--- src/rtl/vector_divide4_pkg.sv ---
`default_nettype none
// ============================================================================
//  Module      : vector_divide4_pkg
//  Description : Shared lane geometry and controller state encodings for the
//                vector arithmetic blocks.
//  Revision    : 1.0 - initial release
// ============================================================================
package vector_divide4_pkg;

    // Default vector geometry: number of lanes and width of each lane
    localparam int c_SIZE_ARRAY = 4;
    localparam int c_SIZE_INT   = 32;

    // Controller state encodings
    localparam logic [1:0] c_ST_IDLE = 2'd0;
    localparam logic [1:0] c_ST_BUSY = 2'd1;
    localparam logic [1:0] c_ST_DONE = 2'd2;

endpackage
`default_nettype wire

--- src/rtl/vector_divide4_div_lane_step.sv ---
`default_nettype none
// ============================================================================
//  Module      : div_lane_step
//  Description : One restoring-division iteration for a single lane: shift the
//                partial remainder left, bring in the next dividend bit,
//                conditionally subtract the divisor and emit the quotient bit.
//  Revision    : 1.0 - initial release
// ============================================================================
module div_lane_step #(
    parameter int SIZE_INT = 32
) (
    input  logic [SIZE_INT-1:0] i_rem,
    input  logic [SIZE_INT-1:0] i_divisor,
    input  logic                i_din,
    output logic [SIZE_INT-1:0] o_rem,
    output logic                o_qbit
);

    // The shifted remainder is SIZE_INT+1 bits so the compare cannot overflow.
    logic [SIZE_INT:0] w_shift;
    logic              w_ge;

    // Shift/compare/subtract for one quotient bit. The subtraction can be done
    // in SIZE_INT bits because the true difference is always below the divisor.
    always_comb begin
        w_shift = {i_rem, i_din};
        w_ge    = (w_shift >= {1'b0, i_divisor});
        o_qbit  = w_ge;
        o_rem   = w_ge ? (w_shift[SIZE_INT-1:0] - i_divisor) : w_shift[SIZE_INT-1:0];
    end

endmodule
`default_nettype wire

--- src/rtl/vector_divide4.sv ---
`default_nettype none
// ============================================================================
//  Module      : vector_divide4
//  Description : Multi-lane unsigned restoring divider. All lanes iterate in
//                lockstep, one quotient bit per clock, with a valid/ready
//                handshake on both sides. A zero divisor yields an all-ones
//                quotient, the dividend as remainder and a per-lane flag.
//  Revision    : 1.0 - initial release
// ============================================================================
module vector_divide4
    import vector_divide4_pkg::*;
#(
    parameter int SIZE_ARRAY = c_SIZE_ARRAY,
    parameter int SIZE_INT   = c_SIZE_INT,
    parameter int SIZE       = SIZE_ARRAY * SIZE_INT
) (
    input  logic                  clk,
    input  logic                  rst,
    input  logic                  in_valid,
    output logic                  in_ready,
    input  logic [SIZE-1:0]       IX,
    input  logic [SIZE-1:0]       IY,
    output logic [SIZE-1:0]       quotient,
    output logic [SIZE-1:0]       remainder,
    output logic [SIZE_ARRAY-1:0] div_by_zero,
    output logic                  out_valid,
    input  logic                  out_ready
);

    localparam int                c_CNT_W    = (SIZE_INT > 1) ? $clog2(SIZE_INT) : 1;
    localparam logic [c_CNT_W-1:0] c_CNT_LOAD = c_CNT_W'(SIZE_INT - 1);

    logic [1:0]            r_state;
    logic [1:0]            w_state_next;
    logic                  w_accept;
    logic                  w_step;
    logic [c_CNT_W-1:0]    r_count;
    logic [SIZE-1:0]       r_dividend;
    logic [SIZE-1:0]       r_divisor;
    logic [SIZE-1:0]       r_quot;
    logic [SIZE-1:0]       r_rem;
    logic [SIZE_ARRAY-1:0] r_dbz;
    logic [SIZE-1:0]       w_dividend_next;
    logic [SIZE-1:0]       w_quot_next;
    logic [SIZE-1:0]       w_rem_next;
    logic [SIZE_ARRAY-1:0] w_qbit;

    // Controller state register
    always_ff @(posedge clk or posedge rst) begin
        if (rst) begin
            r_state <= c_ST_IDLE;
        end else begin
            r_state <= w_state_next;
        end
    end

    // Next-state and handshake decode; a result handshake always lands in
    // IDLE, so the next operation can only be accepted one cycle later.
    always_comb begin
        w_state_next = r_state;
        w_accept     = 1'b0;
        w_step       = 1'b0;
        in_ready     = 1'b0;
        out_valid    = 1'b0;
        case (r_state)
            c_ST_IDLE: begin
                in_ready = 1'b1;
                if (in_valid) begin
                    w_accept     = 1'b1;
                    w_state_next = c_ST_BUSY;
                end
            end
            c_ST_BUSY: begin
                w_step = 1'b1;
                if (r_count == '0) begin
                    w_state_next = c_ST_DONE;
                end
            end
            c_ST_DONE: begin
                out_valid = 1'b1;
                if (out_ready) begin
                    w_state_next = c_ST_IDLE;
                end
            end
            default: begin
                w_state_next = c_ST_IDLE;
            end
        endcase
    end

    // Per-lane iteration logic; the dividend register shifts left so its
    // MSB always holds the next dividend bit to bring in.
    generate
        for (genvar k = 0; k < SIZE_ARRAY; k++) begin : g_lane
            div_lane_step #(
                .SIZE_INT (SIZE_INT)
            ) u_step (
                .i_rem     (r_rem[k*SIZE_INT +: SIZE_INT]),
                .i_divisor (r_divisor[k*SIZE_INT +: SIZE_INT]),
                .i_din     (r_dividend[k*SIZE_INT + SIZE_INT - 1]),
                .o_rem     (w_rem_next[k*SIZE_INT +: SIZE_INT]),
                .o_qbit    (w_qbit[k])
            );

            assign w_dividend_next[k*SIZE_INT +: SIZE_INT] =
                {r_dividend[k*SIZE_INT +: SIZE_INT-1], 1'b0};
            assign w_quot_next[k*SIZE_INT +: SIZE_INT] =
                {r_quot[k*SIZE_INT +: SIZE_INT-1], w_qbit[k]};
        end
    endgenerate

    // Operand capture on accept, one iteration per BUSY cycle; results hold
    // untouched through DONE.
    always_ff @(posedge clk or posedge rst) begin
        if (rst) begin
            r_count    <= '0;
            r_dividend <= '0;
            r_divisor  <= '0;
            r_quot     <= '0;
            r_rem      <= '0;
            r_dbz      <= '0;
        end else if (w_accept) begin
            r_count    <= c_CNT_LOAD;
            r_dividend <= IX;
            r_divisor  <= IY;
            r_quot     <= '0;
            r_rem      <= '0;
            for (int k = 0; k < SIZE_ARRAY; k++) begin
                r_dbz[k] <= (IY[k*SIZE_INT +: SIZE_INT] == '0);
            end
        end else if (w_step) begin
            r_dividend <= w_dividend_next;
            r_quot     <= w_quot_next;
            r_rem      <= w_rem_next;
            if (r_count != '0) begin
                r_count <= r_count - 1'b1;
            end
        end
    end

    assign quotient    = r_quot;
    assign remainder   = r_rem;
    assign div_by_zero = r_dbz;

endmodule
`default_nettype wire

--- config.mk ---
export PLATFORM = sky130hd
export DESIGN_NAME = vector_divide4
export DESIGN_NICKNAME = d
export VERILOG_FILES = /design/src/rtl/vector_divide4_pkg.sv /design/src/rtl/vector_divide4_div_lane_step.sv /design/src/rtl/vector_divide4.sv
export SDC_FILE = /design/constraint.sdc
export NUM_CORES = 2
export LEC_CHECK = 0
export BUFFER_PORTS_ARGS = -buffer_cell sky130_fd_sc_hd__buf_4
export CAP_MARGIN = 10
export CORE_MARGIN = 4
export CORE_UTILIZATION = 51
export CTS_CLUSTER_DIAMETER = 60
export DETAILED_ROUTE_END_ITERATION = 8
export GPL_TIMING_DRIVEN = 1
export PLACE_DENSITY = 0.82
export SKIP_LAST_GASP = 1
export SLEW_MARGIN = 20
export SYNTH_ARGS = -nofsm -noshare
export SYNTH_HDL_FRONTEND = slang
export SYNTH_SLANG_ARGS = --single-unit
export TNS_END_PERCENT = 50
--- constraint.sdc ---
create_clock -name clk -period 17.35 [get_ports clk]
set_input_delay 3.47 -clock clk [delete_from_list [all_inputs] [get_ports clk]]
set_output_delay 3.47 -clock clk [all_outputs]
set_load 0.01 [all_outputs]
Word-level counts from Yosys, hierarchy flattened
Cells that the tools add are included.
W data, S select, Z words.
- add/sub/neg operators: 5
- magnitude comparators: 4
- eq/ne operators: 5
- multiplexer cells: 22
- reductions and logical operators: 11
- operators with widths (operator ; count):
    $mux W128 ; 6
    $ge A33 B32 Y1 ; 4
    $logic_not A32 Y1 ; 4
    $mux W32 ; 4
    $sub A32 B32 Y32 ; 4
    $mux W5 ; 3
    $mux W2 ; 3
    $ne A2 B2 Y1 const B ; 3
    $pmux W2 S3 ; 1
    $logic_not A5 Y1 ; 1
    $mux W1 ; 5
    $reduce_bool A5 Y1 ; 1
    $sub A5 B1 Y5 const B ; 1
    $reduce_bool A2 Y1 ; 2
    $reduce_and A3 Y1 ; 1
    $eq A2 B1 Y1 const B ; 1
    $eq A2 B2 Y1 const B ; 1
    $logic_not A2 Y1 ; 1
    $reduce_and A2 Y1 ; 1
- flip-flop bits (word level): 523
- input bits: 260
- output and inout port bits: 262

Depth between registers and ports, before layout
- depth in word-level cells: 4
- gate-level depth with buffers: 14
- mapped depth without buffers: 12

Hierarchy
From an unflattened synthesis, not the netlist that was laid out.
- cells, all modules: 3588
- area, all modules: 30224.0 um^2
- by module, submodules not included (module ; times used ; cells each ; area an instance (um^2)):
    vector_divide4 ; 1 ; 2296 ; 20900.0
    div_lane_step ; 4 ; 323 ; 2331.0

Least setup slack after synthesis
OpenSTA, ideal clock, no wires.
- path kind: in2reg
- from: input in_valid
- to: register r_divisor[125]
- setup time: 0.133 ns
- data arrival time: 4.869 ns
- data required time: 17.217 ns
- path slack: 12.348 ns
- stages on the path: 6
- cell sequence: and2_0 clkbuf_1 clkbuf_1 buf_1 clkbuf_1 o21ai_0
- cells in the longest elaborated chain, start to end: 2
- RTL lines (item ; line ; source):
    from (decl) ; vector_divide4.sv:19 ; input logic in_valid,
    $mux W1 ; vector_divide4.sv:68 ; if (in_valid) begin
    $mux W1 ; vector_divide4.sv:65 ; case (r_state)
    to (signal assigned) ; vector_divide4.sv:118 ; r_divisor <= '0;
    to (signal assigned) ; vector_divide4.sv:125 ; r_divisor <= IY;
    to (decl) ; vector_divide4.sv:39 ; logic [SIZE-1:0] r_divisor;
Every way passes these cells.
A chain may end at the register's enable or synchronous reset.

==> results by group <==
Yosys
  – Mapped Nets: 3656
  – Number of synthesized flops with an enable pin: 0
  – Post-Syn Area per Cell: 8.77 µm²
  – Largest cells by area after synthesis: dfrtp_1 46%, nand2_1 11%, o21ai_0 7.0%
  – Synth top area share: 45.8%
  – Count of cell types in the netlist: 89
  – Yosys warns: 0
  – Seq/Total Area, Yosys: 45.8%
  – FFs w/ async S/R, synth: 100%
  – Yosys reg bits: 523
  – Mapped Cells: 3262
  – Prevailing post-synth register cell: dfrtp_1
  – Mapped cell area: 28600 µm²
  – Yosys top cell by area: dfrtp_1

Worst setup path
  – Crit path required time: 18.02 ns
  – Data arrival, critical path: 6.04 ns
  – Crit Path Class: primary input to async pin
  – CP endpoint kind: async pin
  – CP Launch Type: primary input
  – Crit Path Max Fanout: 171

Clock network
  – Max Buffers Root-to-Sink: 3
  – Num CTS Buffers: 58
  – Post-CTS Hold Buffers: 0
  – CTS H-tree lvls: 2
  – Clock Sinks: 523
  – Clock root cell: clkbuf_16
  – Post-CTS Setup Bufs: 0
  – Worst-path clk slew: 0.06 ns
  – CTS tree: yes
  – Skew-Pair Late Insertion Delay: 0.63 ns
  – CTS resizes: 0

Floorplan
  – Die Wd: 245 µm
  – Row cnt: 86
  – Io pins: 522
  – Chip height: 245 µm
  – Die area: 59900 µm²
  – Initial core utilization: 51.7%
  – Total core area: 55300 µm²

Routing
  – Via count: 25900
  – Via/cell ratio: 5.78
  – DR WL/cell: 19.3 µm
  – Total wire length: 86300 µm
  – DRT Pass-1 Iters: 6
  – Iter 0 DRT Violations: 2055
  – Post-route DRC: 0
  – Post-DRT Antenna Nets: 0

Final layout
  – Layout area overhead: 22.5%
  – Layout Nets: 4073
  – Final non-filler cell total: 4477
  – Final-layout fill cell count: 4520
  – Layout cell share with drive strength beyond 1: 18.2%
  – Design Area, Final: 35000 µm²
  – Area of the multi-input gates: 14200 µm²
  – ANT cells: 0
  – Final core utilization: 63.3%
  – FF/Latch Area: 13100 µm²

Timing
  – Final setup TNS: 0 ns
  – Fin crit share: 30.9%
  – RSZ-0062 raised after global routing: no
  – Worst Skew: 0.0131 ns
  – Final Critical Period: 5.37 ns
  – # setup viols final: 0
  – Worst slew pin tran: 1.05 ns
  – Highest clock rate: 0.186 GHz
  – Pins Over Slew Limit: 0
  – Final hold violations: 0
  – Slew HR: 30.1%

GRT
  – Total gr overflow: 0
  – GRT Total Usage: 27.8%
  – First-pass GRT wire length: 136000 µm
  – Vias in the first global route: 25100
  – Pin count of the biggest net entering global routing: 242
  – Initial antenna violation count: 0

Flow run
  – Max cap viols: 0

Place
  – Count of input and output buffers: 521
  – Placed Cells: 4367
  – Dpl cell area: 32900 µm²
  – Final GP Congestion: 0.923
  – Detail Placement HPWL: 60200 µm

Worst hold path
  – HP Class: flip-flop to flip-flop

Power and ir drop
  – Clock power share: 14.8%
  – Max VDD drop: 0.127 mV
  – Switching portion of total power: 45.7%
  – Internal Power: 4.91 mW
  – Tot Pwr: 9.05 mW
  – Pwr/cell area: 258 nW/µm²
  – Sequential fraction of design power: 25.5%
  – Leak Pwr: 16.7 nW
  – Psw: 4.13 mW
  – Combinational power share: 59.7%

Run status
  – Status: complete, no violations
==> critical path: stages <==
cell and delay, ns:
buf_4 0.12, clkinvlp_4 0.07, buf_12 0.54, buf_4 0.81
buf_4 0.76
==> routing by layer <==
metal / GRT usage [%] / part of all wire [%] / up-vias
li1: - / - / 12200
met1: 36.3 / 40 / 12500
met2: 44.7 / 47 / 986
met3: 6.01 / 7.4 / 235
met4: 12.7 / 5.2 / 0
met5: 0 / 0 / -
==> state kept, by name (all words and copies together), names as in the netlist <==
register,count
div_by_zero,4
r_state,2
quotient,128
remainder,128
r_dividend,128
r_divisor,128
r_count,5
==> logic make-up (layout without fill, tap and decap cells) <==
group	count (synthesis)	count (layout)	synth area share (%)
XOR/XNOR	112	112	3.43
adder cells (fa/ha/maj)	134	134	5.97
AO/OA/AOI/OAI	933	933	20.4
buffers and inverters	353	820	4.86
AND/OR/NAND/NOR	1123	1123	16.7
multiplexers	84	84	2.94
flip-flops	523	523	45.8
==> synth_stat cells, drive strengths merged, types with 5 or more instances <==
master	instances
nor4	39
a2111oi	7
nand4	28
a22o	8
dfrtp	523
and2	11
o21bai	18
a221o	11
or3	7
and3	19
buf	37
nand2b	12
o31ai	16
o211ai	6
ha	130
o21a	19
mux2i	83
nand3	44
a22oi	120
a21o	58
a211oi	16
xnor2	66
a31oi	24
o21ai	423
nor3	28
nor3b	5
a211o	5
o2bb2a	7
nand2	840
xor2	46
clkbuf	149
a21oi	129
nor2	55
nor2b	18
a21boi	6
inv	167
a32oi	17
==> path summary, 6_finish.rpt <==
path,slack (ns),from,end,depth (start not counted)
setup / recovery,11.98,rst,r_dividend[112]$_DFFE_PP0P_,5
hold / removal,0.48,r_dividend[29]$_DFFE_PP0P_,r_dividend[29]$_DFFE_PP0P_,2
setup reg to reg,13.06,r_divisor[33]$_DFFE_PP0P_,remainder[32]$_DFFE_PP0P_,11
hold reg to reg,0.48,r_dividend[29]$_DFFE_PP0P_,r_dividend[29]$_DFFE_PP0P_,2
max in group clk,12.01,in_valid,r_dividend[63]$_DFFE_PP0P_,6
min in group asynchronous,3.03,rst,r_divisor[102]$_DFFE_PP0P_,3
==> per-stage QoR <==
| stage | setup WS [ns] | hold slack (ns) |
|---|---|---|
| global placement | 11.22 | 0.458 |
| floorplan | 6.77 | 0.446 |
| detailed placement | 11.22 | 0.464 |
| finish | 11.98 | 0.477 |
| global route | 11.55 | 0.493 |
| CTS | 11.88 | 0.480 |
==> cell type report <==
class / instances / share of cell area, %
inverters: 167 / 1.80
clock buffers: 72 / 4.58
multi-input cells: 2386 / 40.4
flip-flops and latches: 523 / 37.4
well taps: 748 / 2.67
clock inverters: 38 / 1.41
repair buffers: 543 / 11.8
==> power by group through the flow <==
stage | sequential (mW) | clock, mW | combinational [mW]
after floorplan | 2.30 | 0 | 3.78
after global placement | 2.30 | 0 | 5.18
after detailed placement | 2.31 | 0 | 5.32
after CTS | 2.30 | 1.35 | 5.36
after global routing | 2.37 | 1.41 | 5.98
final | 2.31 | 1.34 | 5.40
==> placed cells by master, fill, tap and decap left out, types with 23 or more instances in the layout <==
master | Yosys | final
mux2i_1 | 83 | 83
inv_1 | 167 | 166
nor4_1 | 38 | 38
o21ai_1 | 23 | 23
buf_4 | 7 | 538
a22oi_1 | 120 | 120
nor3_1 | 28 | 28
xnor2_1 | 66 | 66
a31oi_1 | 24 | 24
o21ai_0 | 400 | 400
a21oi_1 | 126 | 126
clkbuf_16 | 0 | 58
ha_1 | 130 | 130
nand2_1 | 839 | 838
a21o_1 | 58 | 58
dfrtp_1 | 523 | 523
nand3_1 | 44 | 44
nand4_1 | 28 | 28
xor2_1 | 46 | 46
nor2_1 | 55 | 54
No activity file was read; power rests on OpenSTA's default activity.
